==> config.mk <==
export PLATFORM = sky130hd
export DESIGN_NAME = cmp_unit_pipe
export DESIGN_NICKNAME = d
export VERILOG_FILES = /design/src/rtl/cmp_unit_pipe.sv
export SDC_FILE = /design/constraint.sdc
export NUM_CORES = 1
export LEC_CHECK = 0
export ABC_AREA = 1
export BUFFER_PORTS_ARGS = -buffer_cell sky130_fd_sc_hd__buf_2
export CORE_ASPECT_RATIO = 1.5
export CORE_MARGIN = 2
export CORE_UTILIZATION = 32
export DETAILED_ROUTE_END_ITERATION = 10
export HOLD_SLACK_MARGIN = 0.08
export PLACE_DENSITY = 0.57
export SYNTH_ARGS = -nofsm -noshare
export SYNTH_HDL_FRONTEND = slang
export SYNTH_SLANG_ARGS = --single-unit
==> constraint.sdc <==
create_clock -name CLK -period 2.9 [get_ports CLK]
set_input_delay 0.58 -clock CLK [delete_from_list [all_inputs] [get_ports CLK]]
set_output_delay 0.58 -clock CLK [all_outputs]
set_load 0.02 [all_outputs]
==> src/rtl/cmp_unit_pipe.sv <==
// cmp_unit_pipe: pipelined compare unit for the ALU.
// Compares A/B (signed or unsigned), selects MAX/MIN, tracks a running maximum,
// and presents a registered, flag-qualified result after 1 or 2 cycles.
module cmp_unit_pipe #(
   parameter int OP_WIDTH    = 8,
   parameter int OUT_WIDTH   = 16,
   parameter int PIPE_STAGES = 1
) (
   input  logic                 CLK,
   input  logic                 RST,
   input  logic [OP_WIDTH-1:0]  A,
   input  logic [OP_WIDTH-1:0]  B,
   input  logic [2:0]           ALU_FUN,
   input  logic                 SIGNED,
   input  logic                 CMP_Enable,
   input  logic                 ACC_CLR,
   output logic [OUT_WIDTH-1:0] CMP_OUT,
   output logic                 CMP_Flag,
   output logic                 ACC_VALID
);

   if ((PIPE_STAGES != 1) && (PIPE_STAGES != 2)) begin : g_bad_stages
      $error("cmp_unit_pipe: PIPE_STAGES must be 1 or 2");
   end

   // Stage 1 state and the running-max tracker
   logic [OUT_WIDTH-1:0] s1_res_d, s1_res_q;
   logic                 s1_vld_d, s1_vld_q;
   logic [OP_WIDTH-1:0]  acc_d, acc_q;
   logic                 acc_valid_d, acc_valid_q;

   // Combinational compare results
   logic                 a_gt_b, a_lt_b, a_eq_b, a_gt_acc;
   logic                 runmax_op;
   logic [OP_WIDTH-1:0]  run_val;
   logic [OP_WIDTH-1:0]  sel_val;
   logic [2:0]           flag_code;
   logic                 use_sel;
   logic [OUT_WIDTH+OP_WIDTH-1:0] sel_wide;

   // Compare logic, running-max update and stage-1 result selection
   always_comb begin
      a_eq_b   = (A == B);
      a_gt_b   = SIGNED ? ($signed(A) > $signed(B))     : (A > B);
      a_lt_b   = SIGNED ? ($signed(A) < $signed(B))     : (A < B);
      a_gt_acc = SIGNED ? ($signed(A) > $signed(acc_q)) : (A > acc_q);

      runmax_op = CMP_Enable && (ALU_FUN == 3'b111);

      // A clear in the same cycle as a RUNMAX makes A the first sample
      run_val = (!acc_valid_q || ACC_CLR || a_gt_acc) ? A : acc_q;

      acc_d       = acc_q;
      acc_valid_d = acc_valid_q;
      if (runmax_op) begin
         acc_d       = run_val;
         acc_valid_d = 1'b1;
      end else if (ACC_CLR) begin
         acc_d       = '0;
         acc_valid_d = 1'b0;
      end

      flag_code = 3'd0;
      sel_val   = '0;
      use_sel   = 1'b0;
      case (ALU_FUN)
         3'b001:  flag_code = a_eq_b  ? 3'd1 : 3'd0;
         3'b010:  flag_code = a_gt_b  ? 3'd2 : 3'd0;
         3'b011:  flag_code = a_lt_b  ? 3'd3 : 3'd0;
         3'b100:  flag_code = !a_eq_b ? 3'd4 : 3'd0;
         3'b101: begin
            sel_val = a_gt_b ? A : B;
            use_sel = 1'b1;
         end
         3'b110: begin
            sel_val = a_lt_b ? A : B;
            use_sel = 1'b1;
         end
         3'b111: begin
            sel_val = run_val;
            use_sel = 1'b1;
         end
         default: flag_code = 3'd0;
      endcase

      sel_wide = {{OUT_WIDTH{SIGNED & sel_val[OP_WIDTH-1]}}, sel_val};

      s1_res_d = '0;
      s1_vld_d = 1'b0;
      if (CMP_Enable) begin
         s1_vld_d = 1'b1;
         s1_res_d = use_sel ? sel_wide[OUT_WIDTH-1:0] : OUT_WIDTH'(flag_code);
      end
   end

   // Stage-1 and tracker registers
   always_ff @(posedge CLK or negedge RST) begin
      if (!RST) begin
         s1_res_q    <= '0;
         s1_vld_q    <= 1'b0;
         acc_q       <= '0;
         acc_valid_q <= 1'b0;
      end else begin
         s1_res_q    <= s1_res_d;
         s1_vld_q    <= s1_vld_d;
         acc_q       <= acc_d;
         acc_valid_q <= acc_valid_d;
      end
   end

   assign ACC_VALID = acc_valid_q;

   if (PIPE_STAGES == 2) begin : g_two_stage
      logic [OUT_WIDTH-1:0] s2_res_d, s2_res_q;
      logic                 s2_vld_d, s2_vld_q;

      // Second stage is a plain copy of stage 1
      always_comb begin
         s2_res_d = s1_res_q;
         s2_vld_d = s1_vld_q;
      end

      // Stage-2 registers
      always_ff @(posedge CLK or negedge RST) begin
         if (!RST) begin
            s2_res_q <= '0;
            s2_vld_q <= 1'b0;
         end else begin
            s2_res_q <= s2_res_d;
            s2_vld_q <= s2_vld_d;
         end
      end

      assign CMP_OUT  = s2_res_q;
      assign CMP_Flag = s2_vld_q;
   end else begin : g_one_stage
      assign CMP_OUT  = s1_res_q;
      assign CMP_Flag = s1_vld_q;
   end

endmodule

; ---- After elaboration in Yosys (flattened, before gate mapping)
; Index checks and enable logic that the tools add are counted.
[word_totals]
output_inout_bits = 18
word_cells = 45
in_bits = 24
reg_bits = 26
[classes]
magnitude_cmp = 6
n_reduce_logical = 6
mux = 20
eq_ne = 8
bitwise_logic = 1
[op_table]
columns = cell, n
row1 = two-way mux 8 bit, 5
row2 = greater-than comparator 8 bit, 4
row3 = two-way mux 16 bit, 2
row4 = one-hot mux 8 bit (3 select lines), 1
row5 = less-than comparator 8 bit, 2
row6 = equality test 3 bit (second input constant), 4
row7 = one-hot mux 3 bit (4 select lines), 1
row8 = equality test 8 bit, 1
row9 = two-way mux 1 bit, 8
row10 = equality test 3 x 2 -> 1 bit (second input constant), 2
row11 = two-way mux 2 bit, 2
row12 = equality test 3 x 1 -> 1 bit (second input constant), 1
row13 = two-way mux 3 bit, 1
row14 = OR reduction 3 bit, 1
row15 = logical OR 1 bit, 2
row16 = nonzero test 2 bit, 1
row17 = bitwise AND 1 bit, 1
row18 = logical AND 1 bit, 1
row19 = zero test 1 bit, 1

; ---- Depth between registers and ports, before layout
[logic_depth]
ltp_word = 8
mapped_depth = 18
depth_no_buf = 18

; ---- Worst setup path before layout
; No wires, ideal clock.
[synth_path]
path_type = input -> register
from = input port B[7]
to = register s1_res_q[2] (netlist: CMP_OUT[2])
setup_slack_ps = 862
n_path_buf = 1
setup_time_ps = 123
required_time_ps = 2777
arrival_ps = 1915
path_stages = 12
cell_sequence = inv_1 -> ha_1 -> a21o_1 -> nor2_2 -> nand3_2 -> nand2_4 -> nand2_4 -> buf_6 -> o21ai_0 -> nor2_1 -> nor2_1 -> a21oi_1
[synth_between]
elab_chain_len = 6
word_cells_on_any_way = 14
cone_classes = order compare: 4 / eq/ne: 1 / mux: 9
[synth_lines]
columns = element, line_no
row1 = start: declaration, 12  ; input logic [OP_WIDTH-1:0] B,
row2 = less-than comparator 8 bit or greater-than comparator 8 bit (tied branches), "45, 44"
row3 = "two-way mux 1 bit, on equally long branches", "45, 44"
row4 = "two-way mux 8 bit, on equally long branches", "76, 72"
row5 = one-hot mux 8 bit (3 select lines), 66  ; case (ALU_FUN)
row6 = two-way mux 16 bit *, 92  ; s1_res_d = use_sel ? sel_wide[OUT_WIDTH-1:0] : OUT_WIDTH'(flag_code);
row7 = two-way mux 16 bit *, 90  ; if (CMP_Enable) begin
row8 = named net s1_res_d[2], 27  ; logic [OUT_WIDTH-1:0] s1_res_d, s1_res_q;
row9 = end signal: assignment, 104  ; s1_res_q <= s1_res_d;
row10 = end: declaration, 27
; The timed path passes the listed nets; every way through them passes the cells marked *.
; A chain may end at the register's enable or synchronous reset.

; ---- Final worst setup path
[layout_path]
from = input port A[7]
to = register s1_res_q[5] (netlist: CMP_OUT[5])
[layout_between]
elab_chain_len = 7
word_cells_on_any_way = 16
cone_classes = order compare: 6 / mux: 9 / reduce/logical: 1
[layout_lines]
columns = element, line_no
row1 = start: declaration, 11  ; input logic [OP_WIDTH-1:0] A,
row2 = greater-than comparator 8 bit, 46  ; a_gt_acc = SIGNED ? ($signed(A) > $signed(acc_q)) : (A > acc_q);
row3 = two-way mux 1 bit, 46
row4 = logical OR 1 bit, 51  ; run_val = (!acc_valid_q || ACC_CLR || a_gt_acc) ? A : acc_q;
row5 = two-way mux 8 bit, 51
row6 = one-hot mux 8 bit (3 select lines) *, 66
row7 = two-way mux 16 bit *, 92
row8 = two-way mux 16 bit *, 90
row9 = named net s1_res_d[5], 27
; Marked as above.

==> flow_summary.ini <==
[logic_synthesis]
syn_area_um2 = 1700
synthFlopType = dfrtp_1
synth_nets = 293
synth_edf_count = 0
yosys.area.top_type_share_pct = 27.9
seq_area_frac_synth_pct = 27.9
yosys_warnings = 0
syn_inst = 253
synth_common_cells = nand2_1 (55), inv_1 (42), nor2_1 (40)
synthTopCellsByArea = dfrtp_1 (28%), nand2_1 (12%), ha_1 (12%)
synth_area_per_cell_um2 = 6.73
async_reset_ff_share_pct = 100
synth.largest_area_cell = dfrtp_1
synthDistinctLibCells = 24
post-synth-top-count-cell = nand2_1
synth-seq-cells = 19

[final_layout]
area_growth_pct = 15.3
final_nets = 330
finish.utilization_pct = 38.3
fin_area_um2 = 1960
stdcell_count = 357
post_route_cells_drive_above_1_share_pct = 19.0
fill_cells = 586
diodes = 0

[clocking]
insertion_delay_ps = 250
cts_buffers = 3
post_cts_resized = 0
cts_htree_levels = 1
root_buffer = clkbuf_8
clock_sinks = 19
cts_buffer_depth = 2
cts_tree = yes
post_cts_buffers = 0
cts_hold_buf = 0
path_clk_slew_ps = 60

[sta]
max_clock_freq_mhz = 450
period_share_pct = 76.6
min_period_ps = 2220
whs_ps = 251
setup_violations = 0
slew_viol_final = 0
skew_ps = 1.70
hold_viol = 0
rsz0062_at_grt = false
maxSlewHeadroom_pct = 47.2
worstMarginPinSlew_ps = 789
tns_ps = 0
finalWorstSetupSlack_ps = 679

[route]
routed_via_density = 4.81
drt-total-wl_mm = 4.44
dr.first_iter.drc_count = 59
post_drt_wl_per_cell_um = 12.4
vias = 1716
ant_nets = 0
route.detailed.drc = 0
dr.pass1.iters = 7

[placement]
dpl_cell_area_um2 = 1920
dp.cells = 353
port-buffer-count = 41
gp_congestion = 0.839
place_hpwl_mm = 3.76
pre_cts_ws_ps = 420

[floorplan]
dieArea_um2 = 5930
core_area_um2 = 5120
die_h_um = 93.3
die_w_um = 63.6
rows = 32
initial_core_util_pct = 33.2
io_pins = 42

[critical_path]
worstPathRequired_ps = 3040
cp.arrival_ps = 2360
cp_max_fo = 17
setup.worst_path.start_class = input port
path_class = input port to flop
cp-end-kind = flop

[pwr]
p_per_area_nw_per_um2 = 360
ir_drop_mv = 0.143
p_leak_nw = 1.11
total_power_uw = 707

[global_routing]
grt_pass1_wl_mm = 7.18
grtUsageTotal_pct = 15.2
antenna_found_initial = 0
gr-total-overflow = 0
grt_max_degree = 20
grt_pass1_vias = 1559

[hold_path]
hp-class = input port to async pin

[job]
cap_violations = 0

[outcome]
status = finished clean
[layer usage]
metal / vias to the layer above / wire length, um / share of wire, % / track usage (%)
met5: - / 0 / 0 / 0
met4: 0 / 69 / 1.6 / 4.89
met3: 9 / 160 / 3.6 / 0.602
met1: 777 / 1740 / 39 / 17.0
met2: 46 / 2470 / 56 / 30.3
li1: 884 / - / - / -
[final cells by class]
class	count	area [um^2]	share of cell area, %
Timing Repair Buffer	41	205	10.5
Multi-Input combinational cell	183	995	50.7
Tap cell	68	85.1	4.33
Sequential cell	19	475	24.2
Inverter	42	158	8.03
Clock buffer	4	45.0	2.29
[critical path: stages]
cell and delay, ps:
buf_2 120, ha_1 330, a21o_1 200, nor2_2 140, nand3_2 130, nand2_4 200, nand2_4 120, inv_1 160
nand2_1 90, nand3_1 70, nand2_1 70, nor2_1 100, nor2_1 40
[path summary, 6_finish.rpt]
path	start	end	slack, ps	cells past startpoint
setup / recovery	A[7]	CMP_OUT[5]	680	13
hold / removal	RST	acc_q[5]	250	1
setup reg to reg	acc_q[5]	CMP_OUT[14]	870	14
hold reg to reg	ACC_VALID	ACC_VALID	550	2
max in group asynchronous	RST	CMP_Flag	2360	1
min in group CLK	CMP_Enable	CMP_Flag	540	1
[state kept, by name (all words and copies together) (netlist names)]
register,cells
acc_q,8
ACC_VALID,1
CMP_Flag,1
CMP_OUT,9
[power by group]
group | leakage, nW | internal [mW] | switching [mW]
clock | 0.0228 | 0.0975 | 0.0813
sequential | 0.256 | 0.278 | 0.00415
combinational | 0.831 | 0.0797 | 0.166
[cell families (layout without fill, tap and decap cells)]
| logic type | Yosys count | in the layout | share of synthesized area (%) |
|---|---|---|---|
| AO/OA/AOI/OAI | 39 | 39 | 13.2 |
| AND/OR/NAND/NOR | 128 | 128 | 33.5 |
| buffers and inverters | 51 | 87 | 13.7 |
| flip-flops | 19 | 19 | 27.9 |
| adder cells (fa/ha/maj) | 16 | 16 | 11.8 |
[cells in the final DEF (no fill, tap or decap), drive strengths merged]
cell / netlist / routed
nand2: 61 / 61
inv: 42 / 42
nor2: 42 / 42
buf: 9 / 41
nand3: 21 / 21
dfrtp: 19 / 19
ha: 16 / 16
o21ai: 12 / 12
a21oi: 11 / 11
o22ai: 8 / 8
o211ai: 4 / 4
clkbuf: 0 / 4
nand4: 2 / 2
nor3: 2 / 2
a21o: 1 / 1
o21bai: 1 / 1
o21a: 1 / 1
a31oi: 1 / 1
Power figures use the tool's default switching activity.
